`src/rtl/permute_wb_scatter.sv`:
```
// -----------------------------------------------------------------------------
// permute_wb_scatter
//   Registered write-back scatter. One input beat carries N lane results and a
//   per-lane target bank. Each lane is routed to out_data_bus[bank] with a
//   per-bank write enable. When several lanes target the same bank, the lowest
//   lane wins the current pass and the rest are replayed on extra beats.
//   Every accepted beat produces at least one output beat, including a beat
//   with no live lanes.
//
// Optional feature macro: PERMUTE_WB_STATS_EN
//   defined   : conflict_cnt counts replay passes, saturating at 16'hFFFF
//   undefined : conflict_cnt is tied to zero; routing is unchanged
//
// Ports
//   clk           in   1       clock
//   rst           in   1       asynchronous, active-high reset
//   in_valid      in   1       input beat valid
//   in_ready      out  1       input beat accepted when in_valid && in_ready
//   in_data_bus   in   N*W     lane j data at [j*W +: W]
//   in_sel_bus    in   N*SELW  lane j target bank at [j*SELW +: SELW]
//   in_mask       in   N       lane j participates when in_mask[j] = 1
//   out_valid     out  1       output beat valid
//   out_ready     in   1       downstream accepts output beat
//   out_data_bus  out  N*W     bank m data at [m*W +: W]
//   out_we        out  N       bank m write enable
//   err_range     out  1       sticky: a masked-in lane had sel >= N
//   conflict_cnt  out  16      replay passes caused by bank collisions
// -----------------------------------------------------------------------------
module permute_wb_scatter #(
  parameter int N    = 4,   // lanes == banks
  parameter int W    = 12,  // data width per lane
  parameter int SELW = 2    // bank-index width per lane
) (
  input  logic            clk,
  input  logic            rst,
  input  logic            in_valid,
  output logic            in_ready,
  input  logic [N*W-1:0]  in_data_bus,
  input  logic [N*SELW-1:0] in_sel_bus,
  input  logic [N-1:0]    in_mask,
  output logic            out_valid,
  input  logic            out_ready,
  output logic [N*W-1:0]  out_data_bus,
  output logic [N-1:0]    out_we,
  output logic            err_range,
  output logic [15:0]     conflict_cnt
);

  typedef enum logic {
    IDLE,
    DRAIN
  } state_t;

  state_t              state_q, state_d;

  // Held copy of the accepted beat, replayed from while draining collisions.
  logic [N*W-1:0]      held_data_q;
  logic [N*SELW-1:0]   held_sel_q;
  logic [N-1:0]        pending_q;

  logic                out_free;
  logic                accept;
  logic                drain_load;
  logic                load;

  logic [N-1:0]        sel_ok;
  logic [N-1:0]        live_in;

  // Pass source: the incoming beat while idle, the held beat while draining.
  logic [N*W-1:0]      src_data;
  logic [N*SELW-1:0]   src_sel;
  logic [N-1:0]        src_live;

  logic [N*W-1:0]      pass_data;
  logic [N-1:0]        pass_we;
  logic [N-1:0]        pass_chosen;
  logic [N-1:0]        pass_rem;

  // ---------------------------------------------------------------------------
  // Handshake
  // ---------------------------------------------------------------------------
  assign out_free   = !out_valid || out_ready;
  assign in_ready   = (state_q == IDLE) && out_free;
  assign accept     = in_valid && in_ready;
  assign drain_load = (state_q == DRAIN) && out_free;
  assign load       = accept || drain_load;

  // ---------------------------------------------------------------------------
  // Range check of incoming selectors; out-of-range lanes are dropped.
  // ---------------------------------------------------------------------------
  always_comb begin
    // NOTE: every always_comb output gets a default first so no path leaves a
    // variable unassigned, which would otherwise infer a latch.
    sel_ok  = '0;
    live_in = '0;
    for (int j = 0; j < N; j++) begin
      sel_ok[j]  = int'(in_sel_bus[j*SELW +: SELW]) < N;
      live_in[j] = in_mask[j] && sel_ok[j];
    end
  end

  // ---------------------------------------------------------------------------
  // One routing pass: each bank takes the lowest live lane that targets it.
  // ---------------------------------------------------------------------------
  always_comb begin
    src_data    = (state_q == IDLE) ? in_data_bus : held_data_q;
    src_sel     = (state_q == IDLE) ? in_sel_bus  : held_sel_q;
    src_live    = (state_q == IDLE) ? live_in     : pending_q;
    pass_data   = '0;
    pass_we     = '0;
    pass_chosen = '0;
    for (int m = 0; m < N; m++) begin
      for (int j = 0; j < N; j++) begin
        // Ascending lane order plus the !pass_we guard gives lowest-lane priority.
        if (!pass_we[m] && src_live[j] && (int'(src_sel[j*SELW +: SELW]) == m)) begin
          pass_we[m]            = 1'b1;
          pass_data[m*W +: W]   = src_data[j*W +: W];
          pass_chosen[j]        = 1'b1;
        end
      end
    end
    pass_rem = src_live & ~pass_chosen;
  end

  // ---------------------------------------------------------------------------
  // Next-state logic
  // ---------------------------------------------------------------------------
  always_comb begin
    state_d = state_q;
    case (state_q)
      IDLE:    if (accept && (pass_rem != '0)) state_d = DRAIN;
      DRAIN:   if (drain_load && (pass_rem == '0)) state_d = IDLE;
      default: state_d = IDLE;
    endcase
  end

  // ---------------------------------------------------------------------------
  // State, held beat and output register
  // ---------------------------------------------------------------------------
  always_ff @(posedge clk or posedge rst) begin
    if (rst) begin
      state_q      <= IDLE;
      // NOTE: the held beat is a handful of flops rather than a RAM, so it is
      // reset along with the control state; nothing stale survives a reset.
      held_data_q  <= '0;
      held_sel_q   <= '0;
      pending_q    <= '0;
      out_valid    <= 1'b0;
      out_we       <= '0;
      out_data_bus <= '0;
      err_range    <= 1'b0;
    end else begin
      // NOTE: sequential state uses non-blocking assignments so every register
      // samples pre-edge values regardless of statement order.
      state_q <= state_d;

      if (accept) begin
        held_data_q <= in_data_bus;
        held_sel_q  <= in_sel_bus;
        if ((in_mask & ~sel_ok) != '0) err_range <= 1'b1;
      end

      if (load) begin
        out_valid    <= 1'b1;
        out_we       <= pass_we;
        out_data_bus <= pass_data;
        pending_q    <= pass_rem;
      end else if (out_ready) begin
        // Beat consumed with nothing to replace it; drop the enables too so a
        // stale write strobe never lingers behind a low valid.
        out_valid <= 1'b0;
        out_we    <= '0;
      end
    end
  end

  // ---------------------------------------------------------------------------
  // Collision statistics
  // ---------------------------------------------------------------------------
`ifdef PERMUTE_WB_STATS_EN
  always_ff @(posedge clk or posedge rst) begin
    if (rst) begin
      conflict_cnt <= '0;
    end else if (drain_load && (conflict_cnt != 16'hFFFF)) begin
      conflict_cnt <= conflict_cnt + 16'd1;
    end
  end
`else
  assign conflict_cnt = '0;
`endif

endmodule

```
`config.mk`:
```
export PLATFORM = sky130hd
export DESIGN_NAME = permute_wb_scatter
export DESIGN_NICKNAME = d
export VERILOG_FILES = /design/src/rtl/permute_wb_scatter.sv
export SDC_FILE = /design/constraint.sdc
export NUM_CORES = 1
export LEC_CHECK = 0
export CORE_ASPECT_RATIO = 1.1
export CORE_MARGIN = 10
export CORE_UTILIZATION = 30
export DETAILED_ROUTE_END_ITERATION = 6
export HOLD_SLACK_MARGIN = 0.03
export PLACE_DENSITY_LB_ADDON = 0.1
export SYNTH_ARGS = -nofsm -noshare
export SYNTH_HDL_FRONTEND = slang
export SYNTH_SLANG_ARGS = --single-unit
```
`constraint.sdc`:
```
create_clock -name clk -period 6.7 [get_ports clk]
set_input_delay 1.675 -clock clk [delete_from_list [all_inputs] [get_ports clk]]
set_output_delay 1.675 -clock clk [all_outputs]
set_load 0.005 [all_outputs]
```
# Word-level counts from Yosys, hierarchy flattened
# Index checks and enable logic that the tools add are counted.
# totals
inputBits,64
regBits,114
# classes
n_bitwise,3
mux,57
reduce_logical,55
eq_ne,12
# ops
operator,n
12-bit 2-to-1 mux,16
48-bit 2-to-1 mux,1
1-bit 2-to-1 mux,35
1-bit logical AND,33
2-bit equality test (second input constant),8
1-bit zero test,13
4-bit 2-to-1 mux,3
2-bit by 1-bit equality test with 1-bit output (second input constant),4
2-bit zero test,4
8-bit 2-to-1 mux,1
4-bit bitwise AND,1
4-bit zero test,1
4-bit inverter,1
4-bit nonzero test,1
1-bit logical OR,2
1-bit case mux with 2 select lines,1
2-bit nonzero test,1
1-bit inverter,1

# Longest topological paths before layout
# Gate-level depths: netlist of run 1.
# depth
word_depth,25
depth_mapped,9

# Worst setup path before layout of run 1
# Ideal clock, no wire load.
# synth_timing
kind,input -> output
from,input out_ready
to,output in_ready
required_time_ns,5.025
path_buffers,0
t_arrival_ns,1.891
cell_stages,2
path_slack_ns,3.134
path_cell_list,nor2b_1 > nor2_1
# synth_via
elab_chain_len,2
# synth_lines
item,line_no,rtl
"start, declared",42,"input logic out_ready,"
1-bit logical OR,82,assign out_free = !out_valid || out_ready;
1-bit logical AND,83,assign in_ready = (state_q == IDLE) && out_free;
"end, declared",37,"output logic in_ready,"
# Every way passes these cells.

# Worst setup path in the final report of run 1
# Same ends and word-level chain as after synthesis.

==> impl_metrics.yaml, run 1 <==
drt:
  wl_per_cell_um: 21.7
  drc: 0
  wl_um: 20900
  antenna_left: 0
  drtIter0Drc: 316
  via_count: 5111
  via_per_inst: 5.30
  first_pass_iters: 4
yosys:
  synth_top_area_share_pct: 44.8
  synthTopCellsByArea: "dfrtp_1 (45%), mux2_2 (14%), a22oi_1 (5.7%), o221a_2 (5.3%), mux2i_1 (3.9%)"
  ys_seq_area_share_pct: 44.8
  synth_warnings: 0
  avgSynthCellArea_um2: 11.1
  async_flop_share_pct: 100
  synth_edf_count: 0
  ys_seq_elements: 114
  synth.distinct_cells: 53
  ys.flop_type: "dfrtp_1"
  syn-instance-count: 574
  yosysTopAreaCell: "dfrtp_1"
  netlist_area_mm2: 0.00637
global_route:
  first_global_vias: 5398
  grt_max_degree: 110
  grt_overflow: 0
  antenna_found_initial: 0
  grt_usage_pct: 15.0
  grt_first_pass_wirelength_um: 32400
timing:
  whs_ps: 474
  min_period_ps: 4720
  tightest_slew_ps: 1020
  finalSetupViolations: 0
  tns_ps: 0
  fin_skew_ps: 7.72
  timing.final.max_slew_violations: 0
  clock.fmax_ghz: 0.212
  rsz0062_at_grt: "no"
  max-slew-margin-rel_pct: 32.3
  hold_violations: 0
  worst_slack_ps: 1980
  fin_crit_sh_pct: 70.4
power_and_ir_drop:
  vdd_ir_drop_max_mv: 0.237
  total_power_mw: 3.90
  p_leak_nw: 3.29
  power.density_mw_per_mm2: 471
finish:
  area_growth_pct: 29.8
  mostFrequentLayoutCell: "clkdlybuf4s50_1"
  nFillCells: 2050
  diodes: 0
  final_design_area_no_fill_mm2: 0.00827
  final_cell_mix: "clkdlybuf4s50_1 (117), dfrtp_1 (113), mux2_2 (78), nand2_1 (57), a22oi_1 (48)"
  drive_above_1_share_pct: 22.9
  layout.nets: 734
clock_tree:
  path_clk_slew_ps: 50
  clock_latency_ps: 420
  cts.sinks: 114
  cts_buffers: 17
  clock-root-buffer: "clkbuf_16"
  holdBufCountCts: 0
  cts_setup_buffers: 0
  cts_tree: "done"
  cts_buffer_depth: 2
  ctsResizeCount: 0
  cts_max_level: 4
die:
  die_area_mm2: 0.0275
  io_pins: 135
  rows: 55
  core_mm2: 0.0207
  start_util_pct: 30.8
  die_h_um: 173
  dieWidth_um: 159
worst_setup_path:
  arrival_ps: 3040
  critPathKind: "primary input to primary output"
  crit_path_max_incr_delay_ps: 550
  crit_required_ps: 5030
  crit_top_cell: "clkdlybuf4s50_1"
  critPathSlowestCell: "clkdlybuf4s50_1"
  endpoint_kind: "primary output"
  path_cells: "clkdlybuf4s50_1 > nor2b_1 > nor2_1 > clkdlybuf4s50_1"
  crit_path_start_kind: "primary input"
  crit_path_max_fanout: 6
  regToRegSetupSlack_ps: 3130
placed_design:
  pre_cts_ws_ps: 1970
  io_buffers: 117
  dpl_cell_area_mm2: 0.00767
  globalplace.congestion: 0.941
  dpl.hpwl_um: 15700
run_status:
  outcome: "complete, no violations"
hold_path:
  min_path_type: "register to register"
job:
  maxCapViolations: 0
[sequential cells by signal, indices dropped and copies added (netlist names)]
signal / count
pending_q: 4
out_we: 4
held_sel_q: 8
out_valid: 1
state_q: 1
out_data_bus: 48
held_data_q: 48
[metrics by stage]
stage / instances / utilization [%]
3_5_place_dp: 936 / 37.0
6_report: 965 / 39.9
5_1_grt: 965 / 39.9
3_3_place_gp: 936 / 37.0
2_1_floorplan: 590 / -
4_1_cts: 965 / 39.9
[critical path: cells and delay by family]
| family | cells | cell delay [ps] |
|---|---|---|
| simple gates | 2 | 270 |
| buf+inv | 2 | 1090 |
[layout make-up]
class                      count  area (um2)  area share, %
timing repair buffer         121        1200           14.5
clock inverter                 4        70.1          0.847
inverter                       5        21.3          0.257
sequential                   114        2850           34.5
tap                          285         357           4.31
multi-input combinational    411        3240           39.1
clock buffer                  25         536           6.47
[metal layers]
layer | wire [um] | share of wire [%] | global-route usage, %
met1 | 8320 | 40 | 16.3
met5 | 0 | 0 | 0
met2 | 11400 | 54 | 27.9
met3 | 843 | 4.0 | 3.61
met4 | 362 | 1.7 | 4.87
[power breakdown]
| part | internal [mW] | switching (mW) |
|---|---|---|
| Combinational | 0.858 | 0.878 |
| Clock | 0.618 | 0.305 |
| Sequential | 1.02 | 0.219 |
| Total | 2.50 | 1.40 |
[cell usage after synthesis, drive strengths merged, types with 5 or more instances]
library cell    n
dfrtp         114
mux2           78
nand2          59
o21ai          57
a22oi          48
o221a          48
buf            37
mux2i          25
clkbuf         23
nor2            7
nand3b          6
a21oi           5
inv             5
nand4           5
[worst paths after layout]
check,depth (start not counted),end,start
setup / recovery,4,in_ready,out_ready
hold / removal,2,out_data_bus[42],out_data_bus[42]
setup reg to reg,6,out_data_bus[46],state_q
hold reg to reg,2,out_data_bus[42],out_data_bus[42]
max in group asynchronous,3,state_q,rst
min in group asynchronous,2,out_data_bus[42],rst
[kinds of logic after synthesis]
group | count (synthesis) | share of synthesized area (%)
AO/OA/AOI/OAI | 173 | 21.4
AND/OR/NAND/NOR | 118 | 10.5
flip-flops | 114 | 44.8
multiplexers | 103 | 17.7
buffers and inverters | 65 | 5.56
other | 1 | 0.0588
(Power assumes the default switching activity.)
==> run 2, diff against run 1 <==
- clock period: 6.7 -> 3.96 ns (I/O delays scaled with it)
==> impl_metrics.yaml, run 2 (synthesis results as in run 1) <==
global_route:
  grt_max_degree: 70
  first_global_vias: 5405
  grt_usage_pct: 14.8
  grt_first_pass_wirelength_um: 31800
  grt_overflow: 0
  antenna_found_initial: 0
timing:
  fin_crit_sh_pct: 84.7
  min_period_ps: 3350
  fin_skew_ps: 8.65
  hold_violations: 0
  clock.fmax_ghz: 0.298
  finalSetupViolations: 0
  timing.final.max_slew_violations: 0
  tightest_slew_ps: 774
  max-slew-margin-rel_pct: 48.4
  rsz0062_at_grt: "no"
  tns_ps: 0
clock_tree:
  cts_setup_buffers: 0
  cts_buffer_depth: 2
  cts_max_level: 4
  clock-root-buffer: "clkbuf_16"
  ctsResizeCount: 0
  path_clk_slew_ps: 50
  cts.sinks: 114
  cts_buffers: 17
  holdBufCountCts: 0
  cts_tree: "done"
  clock_latency_ps: 420
drt:
  wl_met1_um: 8190
  met3_length_um: 797
  drc: 0
  via_per_inst: 5.28
  dr_wl_met2_um: 11200
  top_layer: "met4"
  drtIter0Drc: 309
  wl_per_cell_um: 21.3
  antenna_left: 0
  wl_um: 20700
  via_count: 5142
  first_pass_iters: 7
worst_setup_path:
  crit_required_ps: 2970
  critPathCapture: "in_ready"
  timing.rr.end: "out_data_bus[10]"
  regToRegSetupSlack_ps: 1180
  endpoint_kind: "primary output"
  worstReg2RegStart: "state_q"
  startpoint: "out_ready"
  critPathKind: "primary input to primary output"
  crit_path_max_fanout: 6
  crit_path_start_kind: "primary input"
  rr_worst_depth: 5
  arrival_ps: 2360
finish:
  final_design_area_no_fill_mm2: 0.00831
  drive_above_1_share_pct: 23.4
  fin_util_pct: 40.1
  area_growth_pct: 30.4
  reg_top3: "held_data_q (48), out_data_bus (48), held_sel_q (8)"
  nFillCells: 2038
  final_cell_mix: "clkdlybuf4s50_1 (117), dfrtp_1 (113), mux2_2 (78), nand2_1 (57), a22oi_1 (48)"
  mostFrequentLayoutCell: "clkdlybuf4s50_1"
  layout.nets: 741
  diodes: 0
  fin_cells: 973
die:
  die_h_um: 173
  core_mm2: 0.0207
  die_area_mm2: 0.0275
  io_pins: 135
  rows: 55
  dieWidth_um: 159
  start_util_pct: 30.8
power_and_ir_drop:
  total_power_mw: 6.48
  vdd_ir_drop_max_mv: 0.326
  power.density_mw_per_mm2: 780
  p_leak_nw: 3.31
hold_path:
  min_path_type: "register to register"
placed_design:
  dpl_cell_area_mm2: 0.00776
  dp.cells: 943
  io_buffers: 117
  globalplace.congestion: 0.894
  dpl.hpwl_um: 16100
run_status:
  outcome: "complete, no violations"
job:
  maxCapViolations: 0
run 2: cell types whose count changed in the layout (fill, tap and decap cells not counted), moves of 3 or more:
cell	previous run	this run
clkbuf_8	8	4
buf_4	4	8
clkinv_2	2	5
buf_12	0	3
clkbuf_1	0	3
run 2: critical path: stages:
cell and delay, ps:
clkdlybuf4s50_1 540, nor2b_1 100, nor2_1 180, clkdlybuf4s50_1 550
run 2: metal layers:
| metal | GRT usage, % | vias up |
|---|---|---|
| met4 | 5.49 | 0 |
| met1 | 16.2 | 2563 |
| met5 | 0 | - |
| met2 | 27.1 | 152 |
| li1 | - | 2390 |
| met3 | 3.56 | 37 |
run 2: worst min-delay path by stage:
stage / to / slack, ps / from / cells past startpoint
floorplan: out_data_bus[10] / 470 / out_data_bus[10] / 2
global placement: out_data_bus[33] / 460 / out_data_bus[33] / 2
detailed placement: out_data_bus[41] / 470 / out_data_bus[41] / 2
finish: out_data_bus[41] / 480 / out_data_bus[41] / 2
global route: out_data_bus[41] / 510 / out_data_bus[41] / 2
CTS: out_data_bus[41] / 480 / out_data_bus[41] / 2
run 2: final cells by class:
type	instances	area (um2)	area share, %
Sequential cell	114	2850	34.4
Clock inverter	6	55.1	0.663
Timing Repair Buffer	128	1290	15.5
Tap cell	285	357	4.29
Multi-Input combinational cell	411	3240	39.0
Clock buffer	24	492	5.92
Inverter	5	22.5	0.271
run 2: through the flow:
stage	hold WS (ps)	worst slack, ps
after floorplan	473	1330
after global placement	464	627
after detailed placement	471	583
after CTS	482	570
after global routing	507	504
final	477	605
run 2: power breakdown:
part | leakage, nW | internal (mW) | switching [mW]
combinational | 1.60 | 1.48 | 1.45
sequential | 1.43 | 1.72 | 0.402
clock | 0.275 | 0.914 | 0.512
total | 3.31 | 4.12 | 2.36
==> run 3, diff against run 2 <==
- clock period: 3.96 -> 2.8 ns (I/O delays scaled with it)
==> impl_metrics.yaml, run 3 (synthesis results as in run 1) <==
timing:
  timing.final.max_slew_violations: 0
  whs_ps: 470
  tns_ps: 0
  clock.fmax_ghz: 0.371
  rsz0062_at_grt: "no"
  min_period_ps: 2700
  fin_skew_ps: 8.13
  hold_violations: 0
  fin_crit_sh_pct: 96.3
  finalSetupViolations: 0
  max-slew-margin-rel_pct: 50.6
  tightest_slew_ps: 731
worst_setup_path:
  rr_worst_depth: 6
  crit_top_cell: "clkdlybuf4s50_1"
  critPathKind: "primary input to primary output"
  path_delay_family: "buffers and inverters"
  arrival_ps: 2000
  critPathSlowestCell: "clkdlybuf4s50_1"
  crit_path_max_incr_delay_ps: 550
  regToRegSetupSlack_ps: 360
  path_buf_inv: 2
  crit_path_start_kind: "primary input"
  crit_path_max_fanout: 3
  timing.rr.end: "out_data_bus[45]"
  endpoint_kind: "primary output"
  crit_required_ps: 2100
  path_cells: "clkdlybuf4s50_1 > nor2b_1 > nor2_1 > clkdlybuf4s50_1"
  worstReg2RegStart: "state_q"
power_and_ir_drop:
  total_power_mw: 9.44
  seqPwrFrac_pct: 31.5
  power.density_mw_per_mm2: 1100
  vdd_ir_drop_max_mv: 0.467
  switchingPower_mw: 3.40
  internal_power_mw: 6.04
  switching_share_pct: 36.0
  clockPowerShare_pct: 21.7
  p_leak_nw: 3.46
  pwr-share-comb_pct: 46.8
global_route:
  grt_overflow: 0
  antenna_found_initial: 0
  grt_first_pass_wirelength_um: 32800
  grt_usage_pct: 15.3
  first_global_vias: 5555
  grt_max_degree: 59
run_status:
  outcome: "complete, no violations"
drt:
  via_per_inst: 5.24
  wl_um: 21300
  drtIter0Drc: 300
  wl_per_cell_um: 21.4
  first_pass_iters: 7
  antenna_left: 0
  via_count: 5229
  drc: 0
placed_design:
  dpl.hpwl_um: 16400
  io_buffers: 117
  dp.cells: 967
  globalplace.congestion: 0.914
die:
  start_util_pct: 30.8
  io_pins: 135
  dieWidth_um: 159
  core_mm2: 0.0207
  die_area_mm2: 0.0275
  rows: 55
  die_h_um: 173
finish:
  area_growth_pct: 34.6
  nFillCells: 1996
  layout.nets: 766
  mostFrequentLayoutCell: "clkdlybuf4s50_1"
  fin_cells: 997
  fin_util_pct: 41.4
  final_cell_mix: "clkdlybuf4s50_1 (117), dfrtp_1 (113), mux2_2 (78), nand2_1 (57), a22oi_1 (48)"
  diodes: 0
  reg_top3: "held_data_q (48), out_data_bus (48), held_sel_q (8)"
  drive_above_1_share_pct: 26.0
clock_tree:
  path_clk_slew_ps: 50
  cts_tree: "done"
  clock_latency_ps: 420
  cts_max_level: 4
  cts.sinks: 114
  cts_buffer_depth: 2
  clock-root-buffer: "clkbuf_16"
  cts_buffers: 17
hold_path:
  whs_path_depth: 2
  min_from: "out_data_bus[32]"
  min_path_type: "register to register"
  hold_end: "out_data_bus[32]"
job:
  maxCapViolations: 0
## run 3: cell types whose count changed in the layout (fill, tap and decap cells not counted)
cell	delta
bufinv_16	+1
clkbuf_8	-2
buf_12	+6
buf_4	+18
buf_6	+1
dfrtp_4	+1
dfrtp_2	-1
## run 3: final cells by class
type | count | area [um2] | area share [%]
Inverter | 5 | 22.5 | 0.263
Timing Repair Buffer | 153 | 1560 | 18.2
Tap cell | 285 | 357 | 4.16
Clock inverter | 7 | 85.1 | 0.992
Clock buffer | 22 | 464 | 5.41
Sequential cell | 114 | 2860 | 33.3
Multi-Input combinational cell | 411 | 3240 | 37.7
## run 3: power groups by stage
stage | Combinational [mW] | Clock [mW] | Sequential (mW)
floorplan | 2.58 | 0 | 2.84
global placement | 4.36 | 0 | 2.99
detailed placement | 4.41 | 0 | 3.03
CTS | 4.42 | 2.09 | 3.00
global route | 4.77 | 2.17 | 3.08
finish | 4.42 | 2.05 | 2.97
## run 3: how the worst max path moves through the flow
| stage | startpoint | to | depth (start not counted) |
|---|---|---|---|
| floorplan | in_mask[0] | out_data_bus[3] | 7 |
| global placement | in_mask[0] | out_data_bus[11] | 6 |
| detailed placement | in_sel_bus[0] | out_data_bus[45] | 6 |
| CTS | state_q | in_ready | 3 |
| global route | out_ready | in_ready | 4 |
| finish | out_ready | in_ready | 4 |
## run 3: through the flow
stage / cell area (um2) / setup slack, ps
floorplan: 6440 / 464
global placement: 8020 / -74.2
detailed placement: 8020 / -107
CTS: 8560 / 26.7
global route: 8580 / 10.5
finish: 8580 / 104
## run 3: routing by layer
metal | part of all wire [%] | routed length, um | global-route usage (%) | vias to the layer above
li1 | - | - | - | 2449
met1 | 39 | 8280 | 15.9 | 2598
met2 | 55 | 11800 | 28.8 | 146
met3 | 3.4 | 735 | 3.42 | 36
met4 | 2.2 | 478 | 6.22 | 0
met5 | 0 | 0 | 0 | -
## run 3: worst min-delay path, stage by stage (launching register included)
cell and delay (ps):
dfrtp_1 330, nand2_1 40, o21ai_0 50
## run 3: what timing repair did
action                     4_1_cts  5_1_grt
hold buffers                     0        0
setup endpoints to repair        0        1
gates resized for setup          0        1
setup buffers                    0        1
